[src/rtl/uart_tx_frame.sv]
// -----------------------------------------------------------------------------
// uart_tx_frame
// -----------------------------------------------------------------------------
// Parametrised UART transmitter. Accepts one word per valid/ready handshake,
// latches it into a shadow shift register and serialises it as
//     start(0) | DATA_W data bits, LSB first | optional parity | stop bit(s)(1)
// with every serial bit held for CLKS_PER_BIT clock cycles.
//
// Parameters:
//   DATA_W        data bits per frame (5..9)
//   CLKS_PER_BIT  clock cycles per serial bit (>= 2)
//   PARITY        0 = none, 1 = even, 2 = odd, 3 = none
//   STOP_BITS     1 or 2; any other value gives 1
//
// Ports:
//   clk       in   single clock, rising edge
//   rst       in   asynchronous active-low reset
//   tx_valid  in   producer presents a word on tx_data
//   tx_data   in   word to send (DATA_W bits)
//   tx_ready  out  block can accept a word (decode of state == IDLE)
//   tx        out  registered serial line, idle high
//   busy      out  registered, high while a frame is in progress
//   done      out  registered one-cycle pulse when the last stop bit ends
// -----------------------------------------------------------------------------
module uart_tx_frame #(
    parameter int DATA_W       = 8,
    parameter int CLKS_PER_BIT = 16,
    parameter int PARITY       = 1,
    parameter int STOP_BITS    = 1
) (
    input  logic              clk,
    input  logic              rst,
    input  logic              tx_valid,
    input  logic [DATA_W-1:0] tx_data,
    output logic              tx_ready,
    output logic              tx,
    output logic              busy,
    output logic              done
);

    // -------------------------------------------------------------------------
    // Derived constants
    // -------------------------------------------------------------------------
    localparam int BAUD_W = (CLKS_PER_BIT > 2) ? $clog2(CLKS_PER_BIT) : 1;
    localparam int BIT_W  = $clog2(DATA_W);

    // PARITY values other than 1/2 fall back to "no parity bit"
    localparam bit PAR_EN  = (PARITY == 1) || (PARITY == 2);
    localparam bit PAR_ODD = (PARITY == 2);

    // Only an explicit 2 gives two stop bits
    localparam int STOP_N = (STOP_BITS == 2) ? 2 : 1;

    localparam logic [BAUD_W-1:0] BAUD_LAST = BAUD_W'(CLKS_PER_BIT - 1);
    localparam logic [BIT_W-1:0]  DATA_LAST = BIT_W'(DATA_W - 1);
    localparam logic [BIT_W-1:0]  STOP_LAST = BIT_W'(STOP_N - 1);

    typedef enum logic [2:0] {
        S_IDLE   = 3'd0,
        S_START  = 3'd1,
        S_DATA   = 3'd2,
        S_PARITY = 3'd3,
        S_STOP   = 3'd4
    } state_t;

    // -------------------------------------------------------------------------
    // Parity helper: even parity is the XOR of all bits, odd is its inverse
    // -------------------------------------------------------------------------
    function automatic logic calc_parity(input logic [DATA_W-1:0] word,
                                         input logic              odd);
        return (^word) ^ odd;
    endfunction

    // -------------------------------------------------------------------------
    // Registers and next-state wires
    // -------------------------------------------------------------------------
    state_t              r_state;
    state_t              w_state_next;
    logic [BAUD_W-1:0]   r_baud;
    logic [BAUD_W-1:0]   w_baud_next;
    logic [BIT_W-1:0]    r_bit;
    logic [BIT_W-1:0]    w_bit_next;
    logic [DATA_W-1:0]   r_shift;
    logic [DATA_W-1:0]   w_shift_next;
    logic                r_parity;
    logic                w_parity_next;
    logic                r_tx;
    logic                w_tx_next;
    logic                r_busy;
    logic                w_busy_next;
    logic                r_done;
    logic                w_done_next;

    logic                w_accept;
    logic                w_baud_last;

    assign w_accept    = (r_state == S_IDLE) && tx_valid;
    assign w_baud_last = (r_baud == BAUD_LAST);

    // State register plus all datapath and output registers
    always_ff @(posedge clk or negedge rst) begin
        if (!rst) begin
            r_state  <= S_IDLE;
            r_baud   <= '0;
            r_bit    <= '0;
            r_shift  <= '0;
            r_parity <= 1'b0;
            r_tx     <= 1'b1;
            r_busy   <= 1'b0;
            r_done   <= 1'b0;
        end else begin
            r_state  <= w_state_next;
            r_baud   <= w_baud_next;
            r_bit    <= w_bit_next;
            r_shift  <= w_shift_next;
            r_parity <= w_parity_next;
            r_tx     <= w_tx_next;
            r_busy   <= w_busy_next;
            r_done   <= w_done_next;
        end
    end

    // Next-state decode: each non-idle state lasts whole bit periods
    always_comb begin
        w_state_next = r_state;
        case (r_state)
            S_IDLE: begin
                if (tx_valid) begin
                    w_state_next = S_START;
                end else begin
                    w_state_next = S_IDLE;
                end
            end
            S_START: begin
                if (w_baud_last) begin
                    w_state_next = S_DATA;
                end else begin
                    w_state_next = S_START;
                end
            end
            S_DATA: begin
                if (w_baud_last && (r_bit == DATA_LAST)) begin
                    w_state_next = PAR_EN ? S_PARITY : S_STOP;
                end else begin
                    w_state_next = S_DATA;
                end
            end
            S_PARITY: begin
                if (w_baud_last) begin
                    w_state_next = S_STOP;
                end else begin
                    w_state_next = S_PARITY;
                end
            end
            S_STOP: begin
                if (w_baud_last && (r_bit == STOP_LAST)) begin
                    w_state_next = S_IDLE;
                end else begin
                    w_state_next = S_STOP;
                end
            end
            default: begin
                w_state_next = S_IDLE;
            end
        endcase
    end

    // Baud/bit counters, shadow shift register and captured parity
    always_comb begin
        w_baud_next   = r_baud;
        w_bit_next    = r_bit;
        w_shift_next  = r_shift;
        w_parity_next = r_parity;

        // Baud counter parks at zero in IDLE so START gets a full bit period
        if ((r_state == S_IDLE) || w_baud_last) begin
            w_baud_next = '0;
        end else begin
            w_baud_next = r_baud + BAUD_W'(1);
        end

        // Bit counter restarts on every state change, advances per bit period
        if (w_state_next != r_state) begin
            w_bit_next = '0;
        end else if (w_baud_last) begin
            w_bit_next = r_bit + BIT_W'(1);
        end else begin
            w_bit_next = r_bit;
        end

        // The word and its parity are frozen at acceptance; later tx_data
        // changes cannot reach the line
        if (w_accept) begin
            w_shift_next  = tx_data;
            w_parity_next = calc_parity(tx_data, PAR_ODD);
        end else if ((r_state == S_DATA) && w_baud_last) begin
            w_shift_next  = {1'b0, r_shift[DATA_W-1:1]};
            w_parity_next = r_parity;
        end else begin
            w_shift_next  = r_shift;
            w_parity_next = r_parity;
        end
    end

    // Output decode: registered outputs are computed from the state being
    // entered, so tx already shows the start bit after the accepting edge
    always_comb begin
        w_tx_next   = 1'b1;
        w_busy_next = (w_state_next != S_IDLE);
        w_done_next = (r_state == S_STOP) && (w_state_next == S_IDLE);
        case (w_state_next)
            S_IDLE:   w_tx_next = 1'b1;
            S_START:  w_tx_next = 1'b0;
            S_DATA:   w_tx_next = w_shift_next[0];
            S_PARITY: w_tx_next = r_parity;
            S_STOP:   w_tx_next = 1'b1;
            default:  w_tx_next = 1'b1;
        endcase
    end

    assign tx_ready = (r_state == S_IDLE);
    assign tx       = r_tx;
    assign busy     = r_busy;
    assign done     = r_done;

endmodule

[config.mk]
export PLATFORM = sky130hd
export DESIGN_NAME = uart_tx_frame
export DESIGN_NICKNAME = d
export VERILOG_FILES = /design/src/rtl/uart_tx_frame.sv
export SDC_FILE = /design/constraint.sdc
export NUM_CORES = 1
export LEC_CHECK = 0
export ABC_AREA = 1
export CORE_UTILIZATION = 45
export DETAILED_ROUTE_END_ITERATION = 10
export PLACE_DENSITY = 0.66
export SYNTH_ARGS = -nofsm -noshare
export SYNTH_HDL_FRONTEND = slang
export SYNTH_SLANG_ARGS = --single-unit
export TNS_END_PERCENT = 20
[constraint.sdc]
create_clock -name clk -period 1.9 [get_ports clk]
set_input_delay 0.57 -clock clk [delete_from_list [all_inputs] [get_ports clk]]
set_output_delay 0.57 -clock clk [all_outputs]
set_load 0.02 [all_outputs]
==> flow_summary.ini <==
[setup_path]
crit_path_end_kind = output port
slowest_stage = clkdlybuf4s50_1
crit_type = flip-flop to output port
path_cells = clkdlybuf4s50_1
crit_arrival_ns = 1.24
slowest_delay_ns = 0.59
critPathMaxFanout = 1
worstPathRequired_ns = 1.33
worstRegToRegCells = 6
cp_top_family = buffers and inverters
critPathBufInv = 1
cp.depth = 1
setup.worst_path.start_class = flip-flop

[power_and_ir_drop]
vdd_drop_max_mv = 0.495
p_leak_nw = 0.726
pwr-share-comb = 0.074
swShare = 0.196
power_mw = 0.891
power.density_mw_per_mm2 = 622
power_frac_seq = 0.526
cellInternalPower_mw = 0.716
power.net_switching_mw = 0.175
clockPowerShare = 0.400

[route]
avgRoutedWirePerCell_um = 10.9
routed_via_density = 4.83
initialDrtViolationCount = 24
drc = 0
vias = 952
first_pass_iters = 4
ant_nets = 0
routed_wl_um = 2140

[timing]
hold_violations = 0
period_share = 0.955
finalSetupTns_ns = 0
finalClockSkew_ns = 0.000720
holdWs_ns = 0.478
setup_ws_ns = 0.0854
layout_min_cycle_time_ns = 1.81
setup_violations = 0
worst_pin_slew_ns = 0.304
max_freq_mhz = 551
finalMaxSlewViolations = 0
slew_headroom = 0.796
rsz0062_at_grt = no

[synth]
ys.flop_type = dfrtp_1
async_flop_share = 1.00
synthCells = 145
synth_area_sq_mm = 0.00118
yosysTopAreaCell = dfrtp_1
yosysWarnings = 0
synth.area.top_cells = dfrtp_1 (45%), nand2_1 (12%), inv_1 (7.0%), nor2_1 (5.4%), nand3_1 (5.1%)
ys_ff_latch = 22
synth_area_per_cell_sq_um = 8.12
synth_edf_count = 0
synth_common_cells = nand2_1 (38), inv_1 (22), dfrtp_1 (21)
synth_top_area_frac = 0.446
synth.most_common_cell = nand2_1
netlist-cell-type-count = 20
seq_area_frac_synth = 0.469
syn-num-nets = 160

[place]
post_dp_cell_area_sq_mm = 0.00139
place_congestion = 0.855
hpwl_um = 1720
port_buffers = 14
place_ws_ns = 0.0569
place_inst = 193

[floorplan]
die_w_um = 53.2
fp.dieH_um = 53.2
dieArea_sq_mm = 0.00282
core_area_sq_mm = 0.00248
io_pins = 15
rows = 18
start_util = 0.475

[clocking]
cts_buffers = 3
clock_path_buffers = 2
cts-root-buf = clkbuf_4
cts_tree = done
post_cts_buffers = 0
clk_latency_ns = 0.30
cts-htree-levels = 1
hold_buffers = 0
cts_num_sinks = 22
clk_pin_slew_worst_paths_ns = 0.12

[global_route]
overflow = 0
grt_max_degree = 23
antenna_found_initial = 0
grt_usage = 0.187
grt_first_pass_wirelength_um = 3860
first_global_vias = 948

[finish]
multiInputGateArea_sq_um = 529
diodes = 0
regArea_sq_um = 552
area_delta_synth_final_pct = 21.6
final-instance-count-excl-fill = 197
drive_gt1_frac = 0.0898
fill_cells = 253
nNetsFinal = 183
fin_area_sq_mm = 0.00143
fin_util = 0.578

[job]
maxCapViolCount = 0

[outcome]
status = finished, final reports clean

[worst_hold_path]
holdPathStages = 1
min-delay-path-class = flip-flop to flip-flop
==> logic make-up after synthesis <==
group	Yosys count	share of synthesized area
AOI/OAI and AO/OA	12	0.0701
DFF	22	0.469
buffers and inverters	25	0.0818
and+or+nand+nor	72	0.263
xor gates and xnor gates	10	0.0744
adders and majority gates	4	0.0425
==> repair_timing <==
item | CTS | global route
resized for setup | 2 | 2
hold endpoints to repair | 0 | 0
endpoints found under the setup margin | 2 | 1
gates cloned | 0 | 0
pin swaps | 0 | 0
==> per-layer routing <==
layer  vias up  global-route usage  share of wire
li1        505                   -              -
met4         0              0.0482         0.0056
met2        15               0.331           0.47
met1       430               0.226           0.49
met5         -                   0              0
met3         2              0.0402          0.028
==> worst paths after layout <==
path | start | endpoint | slack [ns]
min in group asynchronous | rst | r_baud[1] | 0.59
min | r_baud[0] | r_baud[0] | 0.48
max reg2reg | r_baud[0] | r_shift[1] | 0.39
min reg2reg | r_baud[0] | r_baud[0] | 0.48
max | busy | busy | 0.09
max in group asynchronous | rst | tx | 1.03
==> placed cells by master, fill, tap and decap left out, drive strengths merged, types with 2 or more instances in the layout <==
cell	instances
xor2	4
clkbuf	4
a21oi	2
clkdlybuf4s50	12
o221ai	6
buf	4
inv	24
nor2	18
dfrtp	21
ha	4
nand3	13
o21ai	4
nand2	39
xnor2	6
==> final cells by class <==
| cell class | instances | area share |
|---|---|---|
| inverters | 25 | 0.0673 |
| flip-flops and latches | 22 | 0.385 |
| clock buffers | 3 | 0.0157 |
| clock inverters | 1 | 0.0210 |
| well taps | 30 | 0.0262 |
| multi-input cells | 98 | 0.370 |
| repair buffers | 18 | 0.115 |
==> sequential cells by signal (all words and copies together) (netlist names) <==
name / cells
busy: 1
done: 1
r_baud: 4
r_bit: 3
r_parity: 1
r_shift: 8
r_state: 3
tx: 1
==> power groups by stage <==
stage | Clock [mW] | Combinational [mW] | Sequential [mW]
finish | 0.356 | 0.0662 | 0.468
global route | 0.384 | 0.0759 | 0.468
CTS | 0.363 | 0.0677 | 0.468
floorplan | 0 | 0.0272 | 0.477
global placement | 0 | 0.0650 | 0.477
detailed placement | 0 | 0.0673 | 0.477
Power figures use the tool's default switching activity.
